### src/rtl/msg_streamer.sv
// Streams a stored message one character at a time to a busy/strobe transmitter.
// Messages start on request or from a free-running restart timer.
module msg_streamer #(
  parameter int DW             = 8,
  parameter int AW             = 4,
  parameter int RESTART_CLOCKS = 27_000_000
) (
  input  logic          i_clk,
  input  logic          i_reset,
  input  logic          i_wr,
  input  logic [AW-1:0] i_waddr,
  input  logic [DW-1:0] i_wdata,
  input  logic [AW:0]   i_len,
  input  logic          i_start,
  input  logic          i_auto,
  output logic          o_stb,
  output logic [DW-1:0] o_data,
  input  logic          i_busy,
  output logic          o_active,
  output logic          o_done
);

  localparam int            TW        = $clog2(RESTART_CLOCKS);
  localparam logic [TW-1:0] TIMER_MAX = TW'(RESTART_CLOCKS - 1);
  localparam logic [TW-1:0] TIMER_ONE = TW'(1);
  localparam logic [AW:0]   IDX_ONE   = (AW+1)'(1);

  typedef enum logic [1:0] {
    S_IDLE,
    S_LOAD,
    S_SEND
  } state_t;

  state_t        state_q, state_d;
  logic [AW:0]   idx_q, idx_d;
  logic [AW:0]   len_q, len_d;
  logic [DW-1:0] data_q, data_d;
  logic          done_q, done_d;
  logic [TW-1:0] timer_q, timer_d;
  logic          start_ev;

  logic [DW-1:0] mem [2**AW];

  // NOTE: the message buffer is deliberately not reset; a reset only aborts
  // the transfer, and the stored text must survive it.
  always_ff @(posedge i_clk) begin
    if (i_wr) mem[i_waddr] <= i_wdata;
  end

  assign timer_d  = (timer_q == '0) ? TIMER_MAX : timer_q - TIMER_ONE;
  assign start_ev = i_start || (i_auto && (timer_q == '0));

  // NOTE: every signal is given its hold value first so no path through the
  // case statement leaves one unassigned and infers a latch.
  always_comb begin
    state_d = state_q;
    idx_d   = idx_q;
    len_d   = len_q;
    data_d  = data_q;
    done_d  = 1'b0;
    unique case (state_q)
      S_IDLE: begin
        if (start_ev) begin
          if (i_len != '0) begin
            state_d = S_LOAD;
            idx_d   = '0;
            len_d   = i_len;
          end else begin
            done_d = 1'b1;
          end
        end
      end
      S_LOAD: begin
        data_d  = mem[idx_q[AW-1:0]];
        state_d = S_SEND;
      end
      S_SEND: begin
        if (!i_busy) begin
          if (idx_q == len_q - IDX_ONE) begin
            state_d = S_IDLE;
            done_d  = 1'b1;
          end else begin
            idx_d   = idx_q + IDX_ONE;
            state_d = S_LOAD;
          end
        end
      end
      default: state_d = S_IDLE;
    endcase
  end

  // NOTE: state registers use non-blocking assignments so every register
  // samples the pre-edge values of the others.
  always_ff @(posedge i_clk) begin
    if (i_reset) begin
      state_q <= S_IDLE;
      idx_q   <= '0;
      len_q   <= '0;
      data_q  <= '0;
      done_q  <= 1'b0;
      timer_q <= TIMER_MAX;
    end else begin
      state_q <= state_d;
      idx_q   <= idx_d;
      len_q   <= len_d;
      data_q  <= data_d;
      done_q  <= done_d;
      timer_q <= timer_d;
    end
  end

  assign o_stb    = (state_q == S_SEND);
  assign o_active = (state_q != S_IDLE);
  assign o_data   = data_q;
  assign o_done   = done_q;

endmodule
### config.mk
export PLATFORM = sky130hd
export DESIGN_NAME = msg_streamer
export DESIGN_NICKNAME = d
export VERILOG_FILES = /design/src/rtl/msg_streamer.sv
export SDC_FILE = /design/constraint.sdc
export NUM_CORES = 1
export LEC_CHECK = 0
export BUFFER_PORTS_ARGS = -buffer_cell sky130_fd_sc_hd__buf_2
export CAP_MARGIN = 0
export CORE_ASPECT_RATIO = 1.1
export CORE_MARGIN = 3
export CORE_UTILIZATION = 48
export DETAILED_ROUTE_END_ITERATION = 8
export PLACE_DENSITY = 0.72
export SLEW_MARGIN = 30
export SYNTH_ARGS = -nofsm -noshare
export SYNTH_HDL_FRONTEND = slang
export SYNTH_SLANG_ARGS = --single-unit
### constraint.sdc
create_clock -name i_clk -period 2.9 [get_ports i_clk]
set_clock_uncertainty 0.15 [all_clocks]
set_input_delay 0.29 -clock i_clk [delete_from_list [all_inputs] [get_ports i_clk]]
set_output_delay 0.29 -clock i_clk [all_outputs]
set_load 0.02 [all_outputs]
==> Word level (Yosys, flattened, before mapping) <==
Memories as Yosys holds them, arrays and structs flattened. A register that Yosys moved wholly into a read port is not among the register bits.
Index checks and enable logic that the tools add are counted.
W data, S select, Z words.
{ "word_totals": {"reg_bits": 38, "ram_bits": 128, "inputBits": 23, "output_inout_bits": 11, "n_memories": 1} }
{ "op_classes": {"add_sub_neg": 3, "eq_ne": 7, "n_mux": 17, "reduce_logical": 11} }
{ "memory_table": {"columns": ["name", "words", "width", "rd", "rd_ports_with_merged_regs", "wr", "line_no", "text"], "rows": [
  ["mem", 16, 8, 1, 1, 1, "42", "logic [DW-1:0] mem [2**AW];"]
]} }
{ "op_table": {"columns": ["cell", "n"], "rows": [
  ["$logic_not A25 Y1", 1],
  ["$sub A25 B1 Y25 const B", 1],
  ["$mux W5", 4],
  ["$pmux W5 S2", 1],
  ["$ne A2 B2 Y1 const B", 4],
  ["$mux W1", 7],
  ["$mux W2", 3],
  ["$pmux W2 S3", 1],
  ["$reduce_and A3 Y1", 2],
  ["$add A5 B1 Y5 const B", 1],
  ["$eq A5 B5 Y1", 1],
  ["$reduce_and A5 Y1", 1],
  ["$reduce_bool A5 Y1", 1],
  ["$sub A5 B1 Y5 const B", 1],
  ["$reduce_bool A2 Y1", 2],
  ["$eq A2 B1 Y1 const B", 1],
  ["$eq A2 B2 Y1 const B", 1],
  ["$logic_not A2 Y1", 1],
  ["$pmux W1 S2", 1],
  ["$reduce_or A2 Y1", 1],
  ["$logic_and A1 B1 Y1", 1],
  ["$logic_or A1 B1 Y1", 1]
]} }

==> Depth between registers and ports, before layout <==
{ "logic_depth": {"depth_word": 5, "ltp_mapped": 8, "ltp_nobuf": 7} }

==> Worst setup path before layout <==
No wires, ideal clock.
{ "synth_path": {"path_kind": "register -> register", "start": "reg idx_q[0]", "end": "reg data_q[7], in the netlist o_data[7] (read register of mem)", "setup_time_ps": 134, "arrival_time_ps": 2156, "required_ps": 2616, "path_slack_ps": 460, "path_stages_with_launch": 7, "n_path_buf": 2, "period_less_slack_ps": 2440, "cell_sequence": "dfxtp_1 > clkbuf_1 > buf_2 > mux4_2 > mux4_2 > nand2_1 > a21oi_1"} }
{ "synth_lines": {"columns": ["item", "line_no", "text"], "rows": [
  ["start, declared", "35", "logic [AW:0] idx_q, idx_d;"],
  ["start signal, assigned", "104", "idx_q <= idx_d;"],
  ["end, declared", "37", "logic [DW-1:0] data_q, data_d;"]
]} }

==> Final worst setup path <==
{ "layout_path": {"start": "reg timer_q[10]", "end": "reg state_q[0]"} }
{ "layout_between": {"elab_chain_cells": 5} }
{ "layout_rtl": {"columns": ["item", "line_no", "text"], "rows": [
  ["start, declared", "39", "logic [TW-1:0] timer_q, timer_d;"],
  ["start signal, assigned", "108", "timer_q <= timer_d;"],
  ["$logic_not A25 Y1", "51", "assign start_ev = i_start || (i_auto && (timer_q == '0));"],
  ["$logic_and A1 B1 Y1", "51", null],
  ["$logic_or A1 B1 Y1", "51", null],
  ["$ne A2 B2 Y1 (no line)", null, null],
  ["$reduce_and A3 Y1 (no line)", null, null],
  ["end signal, assigned", "103", "state_q <= state_d;"],
  ["end, declared", "34", "state_t state_q, state_d;"]
]} }
No other way between the ends.
A chain may end at the register's enable or synchronous reset.

==> impl_results.md <==
- Number of synthesized flops with an enable pin: 128
- Setup WS pre-CTS: 0.2955 ns
- Slew Limit Headroom: 40.59%
- Initial antenna violation count: 0
- Post-Syn Instances: 442
- Most frequent CP cell: or4_4
- Pwr Total: 5.273 mW
- Hold WC Path Type: primary input to flip-flop
- Vias in the first global route: 4,032
- Port buffer count: 33
- Area leader, netlist: edfxtp_1
- Post-synth top cells: edfxtp_1, dfxtp_1, mux4_2
- CTS tree: yes
- Fin area: 8075 um^2
- Share of the synthesized area in the top cell type: 55.28%
- Slowest-stage cell, CP: or4_4
- Internal power: 4.116 mW
- Clock power share: 43.7%
- Asr flop ratio synth: 0%
- Count of cell types in the netlist: 40
- Seq pwr share: 52.1%
- Synth area leaders: edfxtp_1, dfxtp_1, mux4_2, xnor2_1, nand2_1
- Synth Area per Inst: 15.73 um^2
- Total routed wirelength: 13.04 mm
- Drt drc: 0
- Critical path capture point type: flip-flop
- First-pass GRT wire length: 21.47 mm
- Final setup TNS: 0 ns
- Fin util: 57.83%
- Crit-path cells: or4_4 -> or4_4 -> o41a_1 -> o32a_1 -> nor3_2
- GRT Total Usage: 17.64%
- R2r setup slk: 0.29 ns
- Share of cells above drive strength 1: 24.95%
- # fillers: 1,088
- Comb pwr share: 4.2%
- Slew Limit Fails: 0
- CTS max path bufs: 2
- Clk root buf: clkbuf_16
- NumNets Final: 523
- Tcrit/Tclk final: 89.88%
- Hold Fails Final Rpt: 0
- Max Clk Rate: 0.3837 GHz
- Drt via density: 5.605
- Ys Warns: 0
- Slowest cell delay on critical path: 0.54 ns
- Worst Path Buf+Inv: 0
- Least-Margin Pin Slew: 0.8879 ns
- Count leader, synth: edfxtp_1
- Post-CTS Resized: 0
- Antenna Nets Post-Route: 0
- Psw: 1.157 mW
- P_leak: 2.615 nW
- Setup violations, final: 0
- Switching share of power: 21.94%
- Initial DRC count: 342
- Number of buffers created by CTS: 17
- Congestion Overflow GR: 0
- Setup WS post-layout: 0.2935 ns
- Initial Util: 49.79%
- WS Path Type: flip-flop to flip-flop
- Drt wl/cell: 18.71 um
- Row count: 45
- Min Tclk post-route: 2.607 ns
- IO Pins: 34
- CP max FO: 13
- DIE HEIGHT: 132.2 um
- Synth Net Count: 469
- Unrepaired setup endpoints after global routing: no
- Sequential area share after synthesis: 68.53%
- Worst vdd ir: 0.7196 mV
- H-tree depth: 4
- GP Congestion: 0.7719
- Crit start category: flip-flop
- Clock slew at reported path FFs: 0.07 ns
- Postcts setup bufs: 0
- Worst EP required: 3.11 ns
- Main synth FF type: edfxtp_1
- Synthesis-to-layout area growth: 16.14%
- Largest net degree at the start of global routing: 23
- Clk sinks: 174
- Core area: 13,960 um^2
- Syn Std Cell Area: 6953 um^2
- Width of the die: 120.8 um
- Latest clock arrival within the worst-skew pair: 0.43 ns
- Placed cell areas: 7423 um^2
- Cell family with most CP delay: simple AND/OR/NAND/NOR gates
- Post-DP HPWL: 8.676 mm
- Vias: 3,907
- PwrDens: 652.9 nW/um^2
- First drt pass iteration count: 5
- Register area: 4766 um^2
- CP arrival: 2.81 ns
- Ant. Diodes: 0
- Multi-input logic area: 2093 um^2
- Status: completed
- Flops & latches, synth: 174
- Max cap viols: 0
- Die ar.: 15,970 um^2
==> what timing repair did <==
item / CTS / global route
endpoints found under the hold margin: 5 / 0
setup endpoints to repair: 0 / 0
hold buffers: 5 / 0
==> placed cells by master, fill, tap and decap left out, types with 2 or more instances in the layout <==
| cell type | netlist | final |
|---|---|---|
| inv_6 | 0 | 6 |
| or4_1 | 2 | 2 |
| nor3_1 | 14 | 14 |
| a21oi_1 | 20 | 20 |
| or4_4 | 2 | 2 |
| nand4_1 | 2 | 2 |
| inv_8 | 0 | 2 |
| or3_1 | 8 | 8 |
| bufinv_16 | 0 | 2 |
| nor2_1 | 29 | 28 |
| nand3b_1 | 4 | 4 |
| inv_1 | 7 | 7 |
| buf_4 | 0 | 13 |
| ha_1 | 4 | 4 |
| nand2_1 | 39 | 39 |
| mux4_2 | 40 | 40 |
| clkbuf_16 | 0 | 17 |
| dfxtp_1 | 46 | 45 |
| xnor2_1 | 19 | 19 |
| buf_12 | 0 | 2 |
| dlygate4sd3_1 | 0 | 5 |
| o21ai_0 | 10 | 10 |
| xor2_1 | 6 | 6 |
| edfxtp_1 | 128 | 128 |
| nand2b_1 | 6 | 6 |
| buf_2 | 3 | 33 |
| nand3_1 | 9 | 9 |
| o211ai_1 | 2 | 2 |
| o221ai_1 | 2 | 2 |
| nor2b_1 | 5 | 5 |
| nor4_1 | 6 | 6 |
==> metal layers <==
layer | global-route usage [%] | routed length, um
met3 | 4.936 | 740
met2 | 28.86 | 6559
met5 | 0 | 0
met4 | 5.038 | 127
met1 | 23.27 | 5615
==> worst register-to-register path, stage by stage (launching register included) <==
cell and delay (ns):
dfxtp_1 0.34, or4_4 0.54, or4_4 0.53, o41a_1 0.52, o32a_1 0.37, nor3_2 0.09
==> final cells by class <==
type	instances	share of cell area (%)
Clock buffer	18	5.315
Sequential cell	174	59.02
Clock inverter	14	2.138
Inverter	7	0.3254
Multi-Input combinational cell	243	25.92
Tap cell	188	2.913
Timing Repair Buffer	53	4.369
==> registers in the layout, summed over array words and instances, names as in the netlist <==
signal	count
idx_q	5
len_q	5
mem	128
o_data	8
o_done	1
state_q	2
timer_q	25
==> final timing paths <==
kind                     end   startpoint  depth (start not counted)
setup / recovery  state_q[0]  timer_q[10]                          5
hold / removal      len_q[2]     i_len[2]                          3
hold reg to reg   timer_q[0]   timer_q[0]                          1
setup reg to reg  state_q[0]  timer_q[10]                          5
==> power groups by stage <==
stage | sequential [mW] | combinational [mW] | clock, mW
floorplan | 2.80 | 0.126 | 0
CTS | 2.75 | 0.226 | 2.34
detailed placement | 2.80 | 0.219 | 0
global route | 2.75 | 0.248 | 2.44
global placement | 2.80 | 0.209 | 0
finish | 2.75 | 0.223 | 2.30
==> cells by family after synthesis <==
kind of cell / after synthesis / share of synthesized area, %
buffers and inverters: 25 / 1.404
multiplexers: 40 / 12.96
AO/OA/AOI/OAI: 42 / 3.761
adder cells (fa/ha/maj): 4 / 0.7198
AND/OR/NAND/NOR: 132 / 9.484
XOR/XNOR: 25 / 3.149
flip-flops: 174 / 68.53
==> metrics by stage <==
stage	hold WS (ns)	std cells
after floorplan	0.2337	442
after global placement	0.2501	660
after detailed placement	0.2553	660
after CTS	0.007992	697
after global routing	0.02119	697
final	0.01459	697
No activity file was read; power rests on OpenSTA's default activity.
